==> src/rtl/uart_pkg.sv <==
// Shared types and constants for the UART transmitter.
// Holds the frame FSM state encoding and the parity-mode selectors.
package uart_pkg;

    typedef enum logic [2:0] {
        IDLE,
        START,
        DATA,
        PAR,
        STOP
    } state_t;

    localparam int PAR_NONE = 0;
    localparam int PAR_EVEN = 1;
    localparam int PAR_ODD  = 2;

endpackage

==> src/rtl/uart_tx.sv <==
// LSB-first UART transmitter paced by a sampled divided clock (baud_i).
// One frame is start, D data bits, optional parity and STOP_N stop bits.
module uart_tx
    import uart_pkg::*;
#(
    parameter int D      = 8,
    parameter int PARITY = PAR_NONE,
    parameter int STOP_N = 1
) (
    input  logic         clk_i,
    input  logic         rst_n_i,
    input  logic         baud_i,
    input  logic [D-1:0] data_i,
    input  logic         valid_i,
    output logic         ready_o,
    output logic         tx_o,
    output logic         busy_o
);

    localparam int            CW        = $clog2(D + 1);
    localparam logic [CW-1:0] LAST_DATA = CW'(D - 1);
    localparam logic          STOP_LAST = (STOP_N == 2);

    state_t        state_q, state_d;
    logic          pending_q, pending_d;
    logic [D-1:0]  sr_q, sr_d;
    logic [CW-1:0] bit_cnt_q, bit_cnt_d;
    logic          stop_cnt_q, stop_cnt_d;
    logic          par_q, par_d;
    logic          tx_q, tx_d;
    logic          ready_q, ready_d;
    logic          baud_q;

    logic tick;
    logic xfer;

    assign tick = baud_i & ~baud_q;
    assign xfer = valid_i & ready_q;

    always_comb begin
        state_d    = state_q;
        pending_d  = pending_q;
        sr_d       = sr_q;
        bit_cnt_d  = bit_cnt_q;
        stop_cnt_d = stop_cnt_q;
        par_d      = par_q;
        tx_d       = tx_q;

        // A byte accepted on a tick cycle stays pending until the following tick.
        if (xfer) begin
            sr_d      = data_i;
            pending_d = 1'b1;
        end

        if (tick) begin
            case (state_q)
                IDLE: begin
                    if (pending_q) begin
                        state_d   = START;
                        tx_d      = 1'b0;
                        pending_d = 1'b0;
                    end
                end
                START: begin
                    state_d   = DATA;
                    tx_d      = sr_q[0];
                    sr_d      = sr_q >> 1;
                    bit_cnt_d = '0;
                    par_d     = sr_q[0];
                end
                DATA: begin
                    if (bit_cnt_q == LAST_DATA) begin
                        stop_cnt_d = 1'b0;
                        if (PARITY != PAR_NONE) begin
                            state_d = PAR;
                            tx_d    = (PARITY == PAR_ODD) ? ~par_q : par_q;
                        end else begin
                            state_d = STOP;
                            tx_d    = 1'b1;
                        end
                    end else begin
                        bit_cnt_d = bit_cnt_q + 1'b1;
                        tx_d      = sr_q[0];
                        sr_d      = sr_q >> 1;
                        par_d     = par_q ^ sr_q[0];
                    end
                end
                PAR: begin
                    state_d    = STOP;
                    tx_d       = 1'b1;
                    stop_cnt_d = 1'b0;
                end
                STOP: begin
                    if (stop_cnt_q == STOP_LAST) begin
                        if (pending_q) begin
                            state_d   = START;
                            tx_d      = 1'b0;
                            pending_d = 1'b0;
                        end else begin
                            state_d = IDLE;
                            tx_d    = 1'b1;
                        end
                    end else begin
                        stop_cnt_d = 1'b1;
                    end
                end
                default: begin
                    state_d = IDLE;
                    tx_d    = 1'b1;
                end
            endcase
        end

        // Accepting during the last stop bit lets the next frame follow with no gap.
        ready_d = ~pending_d &
                  ((state_d == IDLE) | ((state_d == STOP) & (stop_cnt_d == STOP_LAST)));
    end

    always_ff @(posedge clk_i or negedge rst_n_i) begin
        if (!rst_n_i) begin
            state_q    <= IDLE;
            pending_q  <= 1'b0;
            sr_q       <= '0;
            bit_cnt_q  <= '0;
            stop_cnt_q <= 1'b0;
            par_q      <= 1'b0;
            tx_q       <= 1'b1;
            ready_q    <= 1'b1;
            baud_q     <= 1'b1;
        end else begin
            state_q    <= state_d;
            pending_q  <= pending_d;
            sr_q       <= sr_d;
            bit_cnt_q  <= bit_cnt_d;
            stop_cnt_q <= stop_cnt_d;
            par_q      <= par_d;
            tx_q       <= tx_d;
            ready_q    <= ready_d;
            baud_q     <= baud_i;
        end
    end

    assign tx_o    = tx_q;
    assign ready_o = ready_q;
    assign busy_o  = (state_q != IDLE) | pending_q;

endmodule
==> config.mk <==
export PLATFORM = sky130hd
export DESIGN_NAME = uart_tx
export DESIGN_NICKNAME = d
export VERILOG_FILES = /design/src/rtl/uart_pkg.sv /design/src/rtl/uart_tx.sv
export SDC_FILE = /design/constraint.sdc
export NUM_CORES = 1
export LEC_CHECK = 0
export ABC_AREA = 1
export CAP_MARGIN = 10
export CELL_PAD_IN_SITES_DETAIL_PLACEMENT = 0
export CELL_PAD_IN_SITES_GLOBAL_PLACEMENT = 1
export CORE_MARGIN = 1.5
export CORE_UTILIZATION = 36
export CTS_CLUSTER_DIAMETER = 60
export CTS_CLUSTER_SIZE = 28
export DETAILED_ROUTE_END_ITERATION = 16
export HOLD_SLACK_MARGIN = 0.06
export PLACE_DENSITY = 0.76
export REMOVE_ABC_BUFFERS = 1
export SLEW_MARGIN = 40
export SYNTH_ARGS = -nofsm -noshare
export SYNTH_HDL_FRONTEND = slang
export SYNTH_SLANG_ARGS = --single-unit
==> constraint.sdc <==
create_clock -name clk_i -period 1.3 [get_ports clk_i]
set_input_delay 0.26 -clock clk_i [delete_from_list [all_inputs] [get_ports clk_i]]
set_output_delay 0.26 -clock clk_i [all_outputs]
set_load 0.005 [all_outputs]
# Yosys cells after proc, flatten, opt, wreduce, memory -nomap -nowiden
# Index checks and enable logic that the tools add are counted.
# W data, S select, Z words.
op_classes:
  addsub: 1
  n_eq_ne: 9
  mux: 26
  bitwise: 9
  reduce_logical: 6
ops:
  columns: ["operator", "n"]
  rows:
  - ["$mux W8", 3]
  - ["$pmux W8 S2", 1]
  - ["$pmux W3 S5", 1]
  - ["$mux W1", 12]
  - ["$mux W3", 4]
  - ["$pmux W4 S2", 1]
  - ["$eq A3 B2 Y1 const B", 2]
  - ["$eq A3 B3 Y1 const B", 2]
  - ["$logic_not A3 Y1", 2]
  - ["$ne A2 B2 Y1 const B", 3]
  - ["$reduce_and A3 Y1", 2]
  - ["$add A4 B1 Y4 const B", 1]
  - ["$and A1 B1 Y1", 4]
  - ["$eq A4 B3 Y1 const B", 1]
  - ["$mux W4", 1]
  - ["$pmux W1 S4", 1]
  - ["$eq A3 B1 Y1 const B", 1]
  - ["$not A1 Y1", 3]
  - ["$pmux W1 S3", 1]
  - ["$reduce_bool A3 Y1", 1]
  - ["$or A1 B1 Y1", 2]
  - ["$pmux W1 S2", 1]
  - ["$reduce_bool A2 Y1", 1]
totals:
  register_bits: 20
  input_bits: 12
  out_inout_bits: 3

# Longest topological paths before layout
logic_depth:
  depth_word: 8
  ltp_mapped: 9
  ltp_nobuf: 8

# Least setup slack after synthesis
# No wires, ideal clock.
synth_timing:
  path_type: "register to register"
  start: "register bit_cnt_q[0]"
  end: "register sr_q[5]"
  setup_ns: 0.122
  t_arrival_ns: 1.197
  slack_ns: -0.020
  stages_incl_launch_ff: 9
  path_cell_list: "dfrtp_1 > ha_1 > nand2_1 > nor2_1 > nand2_2 > nand3_2 > buf_6 > o211ai_2 > o21ai_2"
synth_between:
  elab_chain_cells: 4
synth_lines:
  columns: ["element", "line_no", "text"]
  rows:
  - ["start, declared", "uart_tx.sv:27", "logic [CW-1:0] bit_cnt_q, bit_cnt_d;"]
  - ["start signal, assigned", "uart_tx.sv:134", "bit_cnt_q <= bit_cnt_d;"]
  - ["$eq A4 B3 Y1", "uart_tx.sv:72", "if (bit_cnt_q == LAST_DATA) begin"]
  - ["$mux W8", "uart_tx.sv:72", null]
  - ["$pmux W8 S2", "uart_tx.sv:56", "case (state_q)"]
  - ["$mux W8", "uart_tx.sv:55", "if (tick) begin"]
  - ["net sr_d[5]", "uart_tx.sv:26", "logic [D-1:0] sr_q, sr_d;"]
  - ["end signal, assigned", "uart_tx.sv:133", "sr_q <= sr_d;"]
  - ["end, declared", "uart_tx.sv:26", null]
# The timed path passes the listed nets, and every way through them passes these cells.
# A chain may end at the register's enable or synchronous reset.

# Final worst setup path
layout_timing:
  start: "register state_q[1]"
  end: "output busy_o"
layout_between:
  elab_chain_cells: 2
layout_lines:
  columns: ["element", "line_no", "text"]
  rows:
  - ["start, declared", "uart_tx.sv:24", "state_t state_q, state_d;"]
  - ["start signal, assigned", "uart_tx.sv:131", "state_q <= state_d;"]
  - ["$reduce_bool A3 Y1", "uart_tx.sv:145", "assign busy_o = (state_q != IDLE) | pending_q;"]
  - ["$or A1 B1 Y1", "uart_tx.sv:145", null]
  - ["end, declared", "uart_tx.sv:17", "output logic busy_o"]
# Every way passes these cells.

==> impl_metrics.yaml <==
logic_synthesis:
  synthDistinctLibCells: 24
  ys_seq_area_share_pct: 46.3
  synthArstFlopShare_pct: 100
  avgSynthCellArea_sq_um: 8.37
  synth_area_leaders: "dfrtp_1 39%, nand2_1 11%, dfstp_2 7.2%"
  ys_ff_latch: 20
  ys.flop_type: "dfrtp_1"
  yosysWarnings: 0
  synthCells: 130
  netlist_area_sq_um: 1090
  synth-edff-count: 0
  synth_top_area_share_pct: 39.1
  yosysTopAreaCell: "dfrtp_1"
cts:
  ctsHoldBuffers: 0
  cts_made_buffers: 3
  htreeDepth: 1
  tritoncts: "yes"
  clock_latency_ns: 0.30
  cts_sinks: 20
  cts-root-buf: "clkbuf_4"
  max-clock-path-buffers: 2
  cts.clk_slew.worst_paths_ns: 0.12
timing:
  finalCriticalPeriod_ns: 1.40
  worst_pin_slew_ns: 0.263
  max_freq_mhz: 714
  maxSlewHeadroom_pct: 82.5
  whs_ns: 0.294
  drv_slew: 0
  layout_setup_ws_ns: -0.0997
  fin_skew_ns: 0.00182
  fin_crit_sh_pct: 108
  finalSetupViolCount: 15
  rsz0062_at_grt: "yes"
  finalHoldViolCount: 0
power:
  ir_drop_v: 0.000848
  p_per_area_nw_per_um2: 2000
  power_mw: 3.29
  leakage_nw: 0.812
drt:
  avgViaCountPerCell: 4.67
  drt_iter0_drc: 23
  drt-wirelength-per-cell_microns: 12.1
  ant_nets: 0
  dr_total_vias: 967
  wirelength_microns: 2500
  dr.pass1.iters: 4
  drc: 0
floorplan:
  initial_core_util_pct: 38.8
  die_h_microns: 58.0
  io_pins: 15
  dieArea_sq_um: 3360
  std_cell_rows: 19
  core_region_area_sq_um: 2810
  die_w_microns: 58.0
global_routing:
  antenna_found_initial: 0
  gr-total-overflow: 0
  grt_pass1_vias: 937
  grt_max_degree: 21
  grt_pass1_wl_microns: 4060
  grtUsageTotal_pct: 15.5
placement:
  hpwl_microns: 1690
  gp_congestion: 0.842
  dp_cells: 195
  port_buffers: 14
cells_and_area:
  syn2layout_area_growth_pct: 51.0
  fill_cells: 260
  final_util_pct: 58.6
  layout_commonest_cell: "buf_4"
  nets: 190
  finalNonFillerCells: 207
  drive_gt1_share_pct: 43.8
  diodes: 0
  final_cell_mix: "25 x buf_4, 24 x nand2_1, 17 x dfrtp_1, 15 x inv_1, 11 x clkdlybuf4s50_1"
status:
  violations: "negative setup slack"
  status: "finished with violations"
critical_path:
  worstPathMaxFanout: 2
  ff2ff_path_depth: 8
  crit_start: "state_q[1]$_DFF_PN0_"
  max_stage_delay_ns: 0.41
  critPathLaunchType: "flop"
  reg2reg_from: "state_q[1]$_DFF_PN0_"
  worstSetupEndpoint: "busy_o"
  rr_endpoint: "bit_cnt_q[3]$_DFFE_PN0P_"
  cp-end-kind: "output port"
  cp.arrival_ns: 1.14
  reg2reg_slack_ns: -0.08
  crit_chain: "inv_2 > nand2_4 > nor3_4 > inv_1 > buf_2"
  path_class: "flop to output port"
  required_ns: 1.04
  crit_slowest_cell: "dfrtp_1"
min_path:
  hold_class: "input port to asynchronous set/reset pin"
flow_run:
  cap_violations: 0
-- power breakdown --
group / switching (mW) / leakage (nW) / internal, mW
Combinational: 0.993 / 0.551 / 0.979
Sequential: 0.128 / 0.246 / 0.880
Clock: 0.194 / 0.0150 / 0.119
-- state kept, by name, indices dropped and copies added, names as in the netlist --
signal / cells
sr_q: 8
bit_cnt_q: 4
state_q: 3
baud_q: 1
pending_q: 1
ready_o: 1
stop_cnt_q: 1
tx_o: 1
-- layer usage --
metal / part of all wire [%] / global-route usage (%) / vias to the layer above
met5: 0 / 0 / -
met2: 49 / 25.5 / 9
met1: 47 / 21.1 / 444
met3: 2.6 / 2.01 / 4
li1: - / - / 510
met4: 1.6 / 5.65 / 0
-- per-stage QoR --
| stage | TNS, ns | worst slack (ns) | area [sq um] |
|---|---|---|---|
| 3_3_place_gp | -3.80 | -0.277 | 1440 |
| 5_1_grt | -2.32 | -0.195 | 1640 |
| 3_5_place_dp | -4.00 | -0.301 | 1440 |
| 4_1_cts | -1.32 | -0.168 | 1540 |
| 6_report | -0.841 | -0.0997 | 1640 |
| 2_1_floorplan | -0.747 | -0.116 | 1060 |
-- repair_timing --
action | in CTS | in global routing
pin swaps | 4 | 11
gates cloned | 0 | 1
endpoints found under the setup margin | 16 | 17
gates resized for setup | 32 | 16
setup buffers | 5 | 3
-- Yosys cell counts, types with 3 or more instances --
cell      number
nor2_4         4
nand3_1        7
nor2_1        12
o21ai_2        6
o211ai_1       5
dfrtp_1       17
nand2_1       31
o21ai_0        5
dfstp_2        3
a21oi_1        4
nand2_2        3
inv_1         18
-- cell families (layout without fill, tap and decap cells) --
group / Yosys count / count (layout) / synth area share, %
XOR/XNOR: 2 / 2 / 1.61
flip-flops: 20 / 20 / 46.3
buffers and inverters: 22 / 68 / 9.08
AND/OR/NAND/NOR: 62 / 62 / 26.9
AO/OA/AOI/OAI: 23 / 23 / 14.9
adder cells (fa/ha/maj): 1 / 1 / 1.15
-- area by class of cell --
type	count	area (sq um)	share of cell area, %
Timing Repair Buffer	45	412	25.0
Tap cell	31	38.8	2.36
Multi-Input combinational cell	88	589	35.8
Sequential cell	20	504	30.7
Clock buffer	4	26.3	1.60
Inverter	19	73.8	4.49
-- worst min-delay path by stage --
stage,startpoint,to,slack [ns],cells after the start
floorplan,rst_n_i,bit_cnt_q[0]$_DFFE_PN0P_,-0.04,0
global placement,sr_q[7]$_DFF_PN0_,sr_q[6]$_DFF_PN0_,0.46,2
detailed placement,sr_q[7]$_DFF_PN0_,sr_q[6]$_DFF_PN0_,0.47,2
CTS,rst_n_i,sr_q[1]$_DFF_PN0_,0.29,2
global route,rst_n_i,pending_q$_DFF_PN0_,0.31,2
finish,rst_n_i,sr_q[1]$_DFF_PN0_,0.29,2
-- worst max-delay path: cells and delay by family (launching register included) --
family | cells | cell delay (ns)
AND/OR/NAND/NOR | 2 | 0.18
buffers and inverters | 3 | 0.25
flip-flops | 1 | 0.41
No activity file was read; power rests on OpenSTA's default activity.
